==> config.mk <==
export PLATFORM = sky130hd
export DESIGN_NAME = stall_unit
export DESIGN_NICKNAME = d
export VERILOG_FILES = /design/src/rtl/pipeline_pkg.sv /design/src/rtl/stall_unit.sv
export SDC_FILE = /design/constraint.sdc
export NUM_CORES = 1
export LEC_CHECK = 0
export ABC_AREA = 1
export BUFFER_PORTS_ARGS = -buffer_cell sky130_fd_sc_hd__buf_4
export CORE_AREA = 2 2 58 60
export DETAILED_ROUTE_END_ITERATION = 12
export DIE_AREA = 0 0 60 62
export GPL_TIMING_DRIVEN = 0
export PLACE_DENSITY = 0.7
export SLEW_MARGIN = 10
export SYNTH_ARGS = -nofsm -noshare
export SYNTH_HDL_FRONTEND = slang
export SYNTH_SLANG_ARGS = --single-unit
==> constraint.sdc <==
create_clock -name clk -period 2.87 [get_ports clk]
set_input_delay 0 -clock clk [delete_from_list [all_inputs] [get_ports clk]]
set_output_delay 0 -clock clk [all_outputs]
set_load 0.02 [all_outputs]
==> src/rtl/pipeline_pkg.sv <==
// Shared pipeline definitions: instruction classes and which source registers each class reads.
// Used by the decode/execute interlock logic.
package pipeline_pkg;

  localparam int REG_W = 5;

  typedef enum logic [2:0] {
    rrALU   = 3'd0,
    ALUimm  = 3'd1,
    load    = 3'd2,
    store   = 3'd3,
    branch  = 3'd4,
    ppMove  = 3'd5,
    ppHmove = 3'd6,
    ppVmove = 3'd7
  } instrType_t;

  // Every class reads RS, so this is constant today but keeps the table explicit.
  function automatic logic usesRS(instrType_t t);
    logic r;
    r = 1'b0;
    case (t)
      rrALU, ALUimm, load, store, branch, ppMove, ppHmove, ppVmove: r = 1'b1;
      default:                                                      r = 1'b0;
    endcase
    return r;
  endfunction

  function automatic logic usesRT(instrType_t t);
    logic r;
    r = 1'b0;
    case (t)
      rrALU, store, branch, ppHmove, ppVmove: r = 1'b1;
      ALUimm, load, ppMove:                   r = 1'b0;
      default:                                r = 1'b0;
    endcase
    return r;
  endfunction

endpackage

==> src/rtl/stall_unit.sv <==
// Load-use interlock: freezes PC and IF/ID and bubbles ID/EX when decode reads a register
// that the load in execute is about to write. Also tracks a stall flag and a saturating count.
module stall_unit
  import pipeline_pkg::*;
#(
  parameter int REG_W = pipeline_pkg::REG_W,
  parameter int CNT_W = 16
) (
  input  logic             clk,
  input  logic             rst,
  input  logic [2:0]       decInstrType,
  input  logic [2:0]       exInstrType,
  input  logic [REG_W-1:0] decRS,
  input  logic [REG_W-1:0] decRT,
  input  logic [REG_W-1:0] exRegDest,
  output logic             enPC,
  output logic             enIfId,
  output logic             rstIdEx,
  output logic             stallQ,
  output logic [CNT_W-1:0] stallCnt
);

  localparam logic [CNT_W-1:0] CNT_MAX = '1;
  localparam logic [CNT_W-1:0] CNT_ONE = CNT_W'(1);

  instrType_t decType;
  instrType_t exType;
  logic       rsHit;
  logic       rtHit;
  logic       hz;

  assign decType = instrType_t'(decInstrType);
  assign exType  = instrType_t'(exInstrType);

  // Register 0 is compared like any other index; a double match still yields a single hazard.
  always_comb begin
    rsHit = usesRS(decType) && (decRS == exRegDest);
    rtHit = usesRT(decType) && (decRT == exRegDest);
    hz    = (exType == load) && (rsHit || rtHit);
  end

  // Hazard steering is combinational and intentionally independent of reset.
  always_comb begin
    enPC    = 1'b1;
    enIfId  = 1'b1;
    rstIdEx = 1'b0;
    if (hz) begin
      enPC    = 1'b0;
      enIfId  = 1'b0;
      rstIdEx = 1'b1;
    end
  end

  // Performance state: counter holds at all-ones rather than wrapping.
  always_ff @(posedge clk) begin
    if (rst) begin
      stallQ   <= 1'b0;
      stallCnt <= '0;
    end else begin
      stallQ <= hz;
      if (hz && (stallCnt != CNT_MAX)) begin
        stallCnt <= stallCnt + CNT_ONE;
      end
    end
  end

endmodule

== Word-level counts from Yosys, hierarchy flattened ==
Memory sizes are Yosys's and may differ from the RTL's.
Cells that the tools add are included.
Cells by class
  add/subtract/negate cells: 1
  eq/ne operators: 4
  multiplexer cells: 2
  reductions and logical operators: 5
Operators by type and width (count)
  16-bit by 1-bit adder with 16-bit output (second input constant): 1
  16-bit inequality test (second input constant): 1
  5-bit == test: 2
  3-bit by 2-bit == test with 1-bit output (second input constant): 1
  1-bit logical AND: 3
  1-bit two-way mux: 2
  1-bit logical AND (first input constant): 1
  1-bit logical OR: 1
Word-level totals
  register bits: 17
  ROM bits: 8
  bits of input ports: 23
  output and inout bits: 20
  logic and storage cells: 15
  memories kept: 1
Memories
  (no name shown): depth 8, bits a word 1, rd ports 1, clocked after Yosys merged registers in 0, write ports 0, line pipeline_pkg.sv:32  | case (t)

== Longest topological paths before layout ==
Gate-level depths: netlist of run 1.
  depth in word-level cells: 5
  gate-level depth with buffers: 12
  mapped depth without buffers: 11

== Worst setup path before layout of run 1 ==
No wires, ideal clock.
  path type: register -> register
  start point: reg stallCnt[0]
  end point: reg stallCnt[13]
  setup time: 0.070 ns
  arrival time: 1.587 ns
  data required time: 2.800 ns
  path slack: 1.213 ns
  cell stages (with the launch flop): 11
  buffers on the path: 1
  clock period less this slack: 1.657 ns
  cells stage by stage: dfxtp_1 -> ha_1 -> nand3_2 -> inv_2 -> nand3_4 -> nor2_8 -> inv_4 -> nand3_2 -> buf_6 -> nand2_1 -> a21oi_1
Between the ends
  cells in the longest elaborated chain, start to end: 2
  elaborated cells between the ends (all ways): 3
  classes of those cells: 1 x add/sub; 1 x eq/ne; 1 x reduce/logical
RTL lines
  start: declaration: line stall_unit.sv:20  | output logic [CNT_W-1:0] stallCnt
  start signal: assignment: line stall_unit.sv:62  | stallCnt <= stallCnt + CNT_ONE;
  branches (longest 2 deep; another with 16-bit by 1-bit adder with 16-bit output)
Parallel ways; which one is timed is not known.
A chain may end at the register's enable or synchronous reset.

== Final worst setup path of run 1 ==
  start point: reg stallCnt[0]
  end point: reg stallCnt[15]
The elaborated chain is that of the path after synthesis.

==> results of run 1 <==
==> routing by layer <==
layer	vias to the layer above	wire, µm	track usage [%]
met1	649	1450	25.2
met3	5	203	2.48
met2	49	1580	32.5
met5	-	0	0
li1	816	-	-
met4	0	64	8.57
==> timing repair <==
| action | in CTS | in global routing |
|---|---|---|
| gates resized for setup | 0 | 0 |
| endpoints found under the setup margin | 0 | 0 |
| hold buffers | 1 | 0 |
| hold endpoints to repair | 2 | 0 |
==> critical path, stage by stage, from the launching register on <==
cell	delay, ps
dfxtp_1	450
ha_1	240
nand3_2	120
inv_2	120
nand3_4	100
nor2_8	170
inv_4	70
nand3_2	90
buf_6	130
nand2_1	50
a21oi_1	130
==> layout make-up <==
class                      instances  area share [%]
multi-input combinational        171            46.0
timing repair buffer              43            18.6
buffer                             7            2.28
tap                               46            3.28
inverter                          41            8.92
clock buffer                       4            1.50
sequential                        17            19.4
==> kinds of logic after synthesis <==
family,count (synthesis),share of synthesized area [%]
DFF,17,25.3
buffers and inverters,48,14.6
and+or+nand+nor,156,52.5
xor gates and xnor gates,3,1.96
adders and majority gates,2,1.86
AOI/OAI and AO/OA,10,3.72
==> Yosys cell counts (all sizes together) <==
master,instances,share of area [%]
a21oi,4,1.5
buf,4,2.1
clkbuf,3,0.84
dfxtp,17,25
ha,2,1.9
inv,41,12
nand2,79,22
nand3,17,8.0
nand4,14,6.5
nor2,44,14
nor3,1,0.74
nor3b,1,0.56
o21ai,6,2.2
xnor2,2,1.3
xor2,1,0.65
==> flip-flops by register name (all words and copies together) (netlist names) <==
| register | flops |
|---|---|
| stallCnt | 16 |
| stallQ | 1 |
==> power by group <==
| part | internal, mW | switching, mW | total (mW) |
|---|---|---|---|
| registers | 0.236 | 0.000937 | 0.237 |
| logic | 0.0351 | 0.0374 | 0.0725 |
| clock network | 0.0542 | 0.0802 | 0.134 |
==> worst max-delay path by stage <==
stage	depth (start not counted)	end	slack (ps)	start
finish	10	stallCnt[15]	1140	stallCnt[0]
global route	10	stallCnt[15]	940	stallCnt[0]
CTS	10	stallCnt[15]	1120	stallCnt[0]
detailed placement	10	stallCnt[15]	1150	stallCnt[0]
global placement	11	stallCnt[2]	1160	stallCnt[0]
floorplan	10	stallCnt[13]	1210	stallCnt[0]
==> metrics by stage <==
step	power [mW]	setup slack (ps)	utilization (%)	area [µm²]	hold slack, ps
floorplan	0.278	1210	-	1340	69.1
global placement	0.313	1160	54.0	1720	183
detailed placement	0.315	1150	54.0	1720	183
CTS	0.452	1120	55.1	1750	109
global route	0.473	940	55.1	1750	174
finish	0.444	1140	55.1	1750	116
==> results.ini, run 1 <==
[clocking]
clk_pin_slew_worst_paths_ps=100
htreeDepth=1
clock_latency_ps=300
cts_tree=yes
clockBufferDepth=2
cts_setup_buffers=0
cts_buffers=3
clock-sinks=17
root_buffer=clkbuf_4

[critical_path]
ff2ff_setup_slack_ps=1140
crit_path_start_kind=register
cp.required_ps=3110
crit_path_end_kind=register
path_max_fanout=10
r2r_end=stallCnt[15]
arrival_ps=1970
crit_type=reg2reg
r2r_cells=10
timing.rr.start=stallCnt[0]

[synthesis]
synth_nets=261
avgSynthCellArea_um2=5.69
yosysWarnings=0
synth.distinct_cells=25
synth-seq-cells=17
yosysSeqAreaShare_pct=25.3
syn_area_um2=1340
syn-instance-count=236

[timing]
worst_slew_pin_slew_ps=505
fin_skew_ps=6.21
hold_violations=0
post-route-period-util_pct=60.1
period_needed_ps=1730
tns_ps=0
maxSlewViolCount=0
rsz0062_at_grt=false
setup-violations-final=0
max_freq_ghz=0.580
maxSlewHeadroom_pct=66.2

[finish]
multi_input_area_um2=807
final.fill_count=337
fin_cells=329
layout_commonest_cell=nand2_1
syn_to_final_growth_pct=30.4
regArea_um2=340
drive_above_1_share_pct=21.9
nets=309
final_cell_mix=77 x nand2_1, 43 x buf_4, 41 x nor2_1, 37 x inv_1, 17 x dfxtp_1
diodes=0

[worst_hold_path]
holdPathEnd=stallCnt[12]
min_path_type=in2reg
min_from=exInstrType[2]
hold_path_depth=6

[floorplanning]
die_area_um2=3720
floorplan.initialDensity_pct=42.3
num_rows=21
die_height_um=62
io_pins=43
core-area_um2=3180
die_x_um=60

[global_routing]
antenna_found_initial=0
grt_overflow=0
grt_pass1_vias=1274
grt_max_degree=11
grt_pass1_wl_mm=5.46
grt_use_total_pct=19.4

[routing]
ant_nets=0
wl_mm=3.30
drtIter0Drc=105
num_vias=1519
wl_per_cell_um=10.0
drcViolationCount=0
avgViaCountPerCell=4.62
drt_first_pass_iters=4

[job]
maxCapViolCount=0

[run_status]
status=finished, final reports clean

[placement]
place.port_buffers=42
dp.cells=324
gp_congestion=0.840
dp_hpwl_mm=2.59

[pwr]
peakVddDrop_mv=0.106
power_leakage_nw=0.907
p_per_area_nw_per_um2=253

No activity file was read; power rests on OpenSTA's default activity.
==> run 2, diff against run 1 <==
==> constraint.sdc (replaced) <==
create_clock -name clk -period 1.8 [get_ports clk]
set_input_delay 0 -clock clk [delete_from_list [all_inputs] [get_ports clk]]
set_output_delay 0 -clock clk [all_outputs]
set_load 0.02 [all_outputs]
==> run 2 against run 1 <==
Sequential power increased by 59%. Register-to-register slack got worse by 1000 ps. Critical path depth increased by 1. Fmax increased by 3.9%. Non-clock buffer count increased by 2. First-iteration DRC count decreased by 1.9%. Critical endpoint is now stallCnt[9].
==> results.ini, run 2 (synthesis gave the netlist of run 1 again) <==
[run_status]
status=finished, final reports clean

[pwr]
peakVddDrop_mv=0.171
p_sw_uw=193
power_leakage_nw=0.919
netSwitchingFraction_pct=27.1
seq_power_share_pct=53.0
p_per_area_nw_per_um2=398
internal_power_uw=518
pwr-share-clk_pct=30.7
power_frac_comb_pct=16.2

[floorplanning]
floorplan.initialDensity_pct=42.3
die_height_um=62
die_area_um2=3720
core-area_um2=3180
num_rows=21
io_pins=43
die_x_um=60

[critical_path]
ff2ff_setup_slack_ps=140
crit_path_end_kind=register
timing.rr.start=stallCnt[0]
worstSetupStartpoint=stallCnt[0]
cp.required_ps=1980
path_max_fanout=6
crit_type=reg2reg
r2r_cells=11
r2r_end=stallCnt[9]
arrival_ps=1840
crit_path_start_kind=register

[global_routing]
grt_overflow=0
grt_pass1_vias=1274
grt_max_degree=11
grt_use_total_pct=19.4
grt_pass1_wl_mm=5.46
antenna_found_initial=0

[clocking]
htreeDepth=1
clockBufferDepth=2
root_buffer=clkbuf_4
clock-sinks=17
clk_pin_slew_worst_paths_ps=110
clock_latency_ps=300
cts_tree=yes
cts_buffers=3

[routing]
avgViaCountPerCell=4.61
drt_first_pass_iters=4
ant_nets=0
drcViolationCount=0
wl_per_cell_um=10.0
drtIter0Drc=103
num_vias=1527
wl_mm=3.32

[timing]
fin_skew_ps=8.79
post-route-period-util_pct=92.2
setup_ws_ps=140
period_needed_ps=1660
setup-violations-final=0
hold_violations=0
worst_slew_pin_slew_ps=509
max_freq_ghz=0.602
maxSlewViolCount=0
maxSlewHeadroom_pct=66.0

[finish]
syn_to_final_growth_pct=33.1
final_cell_mix=77 x nand2_1, 44 x buf_4, 41 x nor2_1, 37 x inv_1, 15 x dfxtp_1
diodes=0
fin_cells=331
final.fill_count=341
reg_top3=stallCnt (16), stallQ (1)
nets=311
top_register=stallCnt
drive_above_1_share_pct=23.5
layout_commonest_cell=nand2_1
largest_reg_flops=16

[placement]
dp.cells=324
gp_congestion=0.840
place_ws_ps=77.9
dp_hpwl_mm=2.59
place.port_buffers=42

[job]
maxCapViolCount=0

[worst_hold_path]
holdPathEnd=stallCnt[12]
min_from=exInstrType[2]
hold_path_depth=6
min_path_type=in2reg

[run 2: changes by cell type in the layout (fill, tap and decap cells not counted), sizes merged]
cell	previous run	this run
buf	46	48
[run 2: cell type report]
class                           instances  area [µm²]  share of cell area (%)
Buffer                                  7        40.0                    2.24
Sequential cell                        17         345                    19.3
Tap cell                               46        57.6                    3.22
Inverter                               41         156                    8.75
Multi-Input combinational cell        171         810                    45.3
Timing Repair Buffer                   45         353                    19.7
Clock buffer                            4        26.3                    1.47
[run 2: worst max-delay path by stage]
| stage | end | slack, ps | cells after the start |
|---|---|---|---|
| 2_1_floorplan | stallCnt[13] | 140 | 10 |
| 3_3_place_gp | stallCnt[2] | 90 | 11 |
| 6_report | stallCnt[9] | 140 | 11 |
| 3_5_place_dp | stallCnt[15] | 80 | 10 |
| 4_1_cts | stallCnt[15] | 50 | 10 |
| 5_1_grt | stallCnt[15] | -5 | 10 |
[run 2: power groups by stage]
stage	clock network [mW]	logic [mW]	registers [mW]
after global routing	0.244	0.132	0.378
after detailed placement	0	0.115	0.387
final	0.219	0.116	0.377
after CTS	0.225	0.117	0.379
after floorplan	0	0.0548	0.388
after global placement	0	0.113	0.387
[run 2: repair_timing]
| action | CTS | global route |
|---|---|---|
| endpoints found under the setup margin | 0 | 11 |
| gates resized for setup | 0 | 4 |
| endpoints found under the hold margin | 2 | 0 |
| buffers inserted | 0 | 2 |
| hold buffers | 1 | 0 |
[run 2: worst max-delay path, cell delays in order (launching register included)]
cell and delay [ps]:
dfxtp_4 390, ha_2 200, nand3_2 110, inv_2 120, nand3_4 100, nor2_8 180, buf_12 130, nor2_1 50
nand3_1 80, nand2_1 70, nand2_1 60, nor2_1 30
[run 2: per-stage QoR]
stage	total power, mW	util [%]	setup TNS (ps)	hold WS [ps]	instance area [µm²]
floorplan	0.443	-	0	69.1	1340
global placement	0.500	54.0	0	183	1720
detailed placement	0.502	54.0	0	183	1720
CTS	0.720	55.1	0	109	1750
global route	0.753	56.2	-5.22	174	1790
finish	0.711	56.2	0	111	1790
[run 2: layer usage]
metal	track usage, %	vias to the layer above	wire [µm]
li1	-	822	-
met1	25.2	654	1520
met2	32.5	44	1570
met3	2.48	7	157
met4	8.57	0	78
met5	0	-	0
==> run 3, diff against run 2 <==
--- a/config.mk
+++ b/config.mk
@@ -11,7 +11,7 @@
 export DETAILED_ROUTE_END_ITERATION = 12
 export DIE_AREA = 0 0 60 62
 export GPL_TIMING_DRIVEN = 0
-export PLACE_DENSITY = 0.7
+export PLACE_DENSITY_LB_ADDON = 0.12
 export SLEW_MARGIN = 10
 export SYNTH_ARGS = -nofsm -noshare
 export SYNTH_HDL_FRONTEND = slang
==> run 3 against run 2 <==
Global-route usage shrank 0.42 points. Sequential cell count is the same. Cell area is essentially flat. Die area is the same.
==> results.ini, run 3 (synthesis gave the netlist of run 1 again) <==
[global_routing]
busiest_layer=met2
grt_max_degree=11
grt_overflow=0
grt_use_total_pct=19.0
grt_util_met3_pct=3.73
grtUsageMet1_pct=24.8
antenna_found_initial=0
grt_util_met2_pct=32.5
grt_pass1_wl_mm=5.43
grt_pass1_vias=1316

[critical_path]
path_max_fanout=6
cp.required_ps=1970
crit_type=reg2reg
crit_path_start_kind=register
crit_path_end_kind=register
ff2ff_setup_slack_ps=150
arrival_ps=1820

[routing]
ant_nets=0
num_vias=1524
drt_first_pass_iters=4
drcViolationCount=0
wl_mm=3.23
wl_per_cell_um=9.74
drtIter0Drc=65
avgViaCountPerCell=4.59

[clocking]
clockBufferDepth=2
clock-sinks=17
clk_pin_slew_worst_paths_ps=110
clock_latency_ps=290
cts_buffers=3
htreeDepth=1
root_buffer=clkbuf_4
cts_tree=yes

[placement]
dp_hpwl_mm=2.51
dp.cells=324
dpl_cell_area_um2=1720
place_ws_ps=60.1
gp_congestion=0.841
place.port_buffers=42

[job]
maxCapViolCount=0

[floorplanning]
die_area_um2=3720
io_pins=43
num_rows=21
die_height_um=62
floorplan.initialDensity_pct=42.3
core-area_um2=3180
die_x_um=60

[timing]
setup-violations-final=0
setup_ws_ps=150
rsz0062_at_grt=false
max_freq_ghz=0.606
worst_slew_pin_slew_ps=512
period_needed_ps=1650
post-route-period-util_pct=91.6
maxSlewHeadroom_pct=65.8
hold_violations=0
maxSlewViolCount=0
hold_ws_ps=112
fin_skew_ps=6.92
tns_ps=0

[finish]
fin_cells=332
final_cell_mix=77 x nand2_1, 46 x buf_4, 41 x nor2_1, 37 x inv_1, 15 x dfxtp_1
design_area_um2=1790
post-route-util_pct=56.2
top_register=stallCnt
layout_commonest_cell=nand2_1
final.fill_count=340
largest_reg_flops=16
drive_above_1_share_pct=24.1
syn_to_final_growth_pct=33.0
diodes=0
reg_top3=stallCnt (16), stallQ (1)
nets=312

[pwr]
p_per_area_nw_per_um2=395
p_total_uw=706
peakVddDrop_mv=0.274
power_leakage_nw=0.922

[run_status]
status=finished, final reports clean

[worst_hold_path]
min_path_type=in2reg

-- run 3: changes by cell type in the layout (fill, tap and decap cells not counted) --
cell	change
a21oi_1	-1
a21oi_2	+1
buf_4	+2
buf_12	-1
-- run 3: layer usage --
| layer | share of wire [%] | wire (µm) |
|---|---|---|
| met1 | 48 | 1540 |
| met2 | 46 | 1490 |
| met3 | 5.3 | 170 |
| met4 | 0.90 | 29 |
| met5 | 0 | 0 |
-- run 3: final timing paths --
path / from / end / cells after the start
max: stallCnt[0] / stallCnt[6] / 11
min reg2reg: stallCnt[15] / stallCnt[15] / 2
min: exInstrType[2] / stallCnt[12] / 6
max reg2reg: stallCnt[0] / stallCnt[6] / 11
-- run 3: cell type report --
type	instances	area [µm²]	area share [%]
Multi-Input combinational cell	171	813	45.5
Tap cell	46	57.6	3.22
Timing Repair Buffer	46	348	19.5
Inverter	41	156	8.75
Sequential cell	17	345	19.3
Buffer	7	40.0	2.24
Clock buffer	4	26.3	1.47
-- run 3: power breakdown --
part / leakage (nW) / internal [mW] / switching, mW
Clock: 0.0150 / 0.0862 / 0.128
Combinational: 0.768 / 0.0561 / 0.0587
Sequential: 0.138 / 0.376 / 0.00153
Total: 0.922 / 0.518 / 0.188
-- run 3: worst max-delay path: stages, from the launching register on --
cell and delay [ps]:
dfxtp_4 390, ha_2 200, nand3_2 120, inv_2 120, nand3_4 100, nor2_8 180
buf_4 140, nor2_1 50, nand3_1 80, nand2_1 50, nand2_1 50, nor2_1 40
-- run 3: timing repair --
item                       4_1_cts  5_1_grt
hold buffers                     1        0
setup endpoints to repair        0       11
hold endpoints to repair         2        0
resized for setup                0        5
setup buffers                    0        3
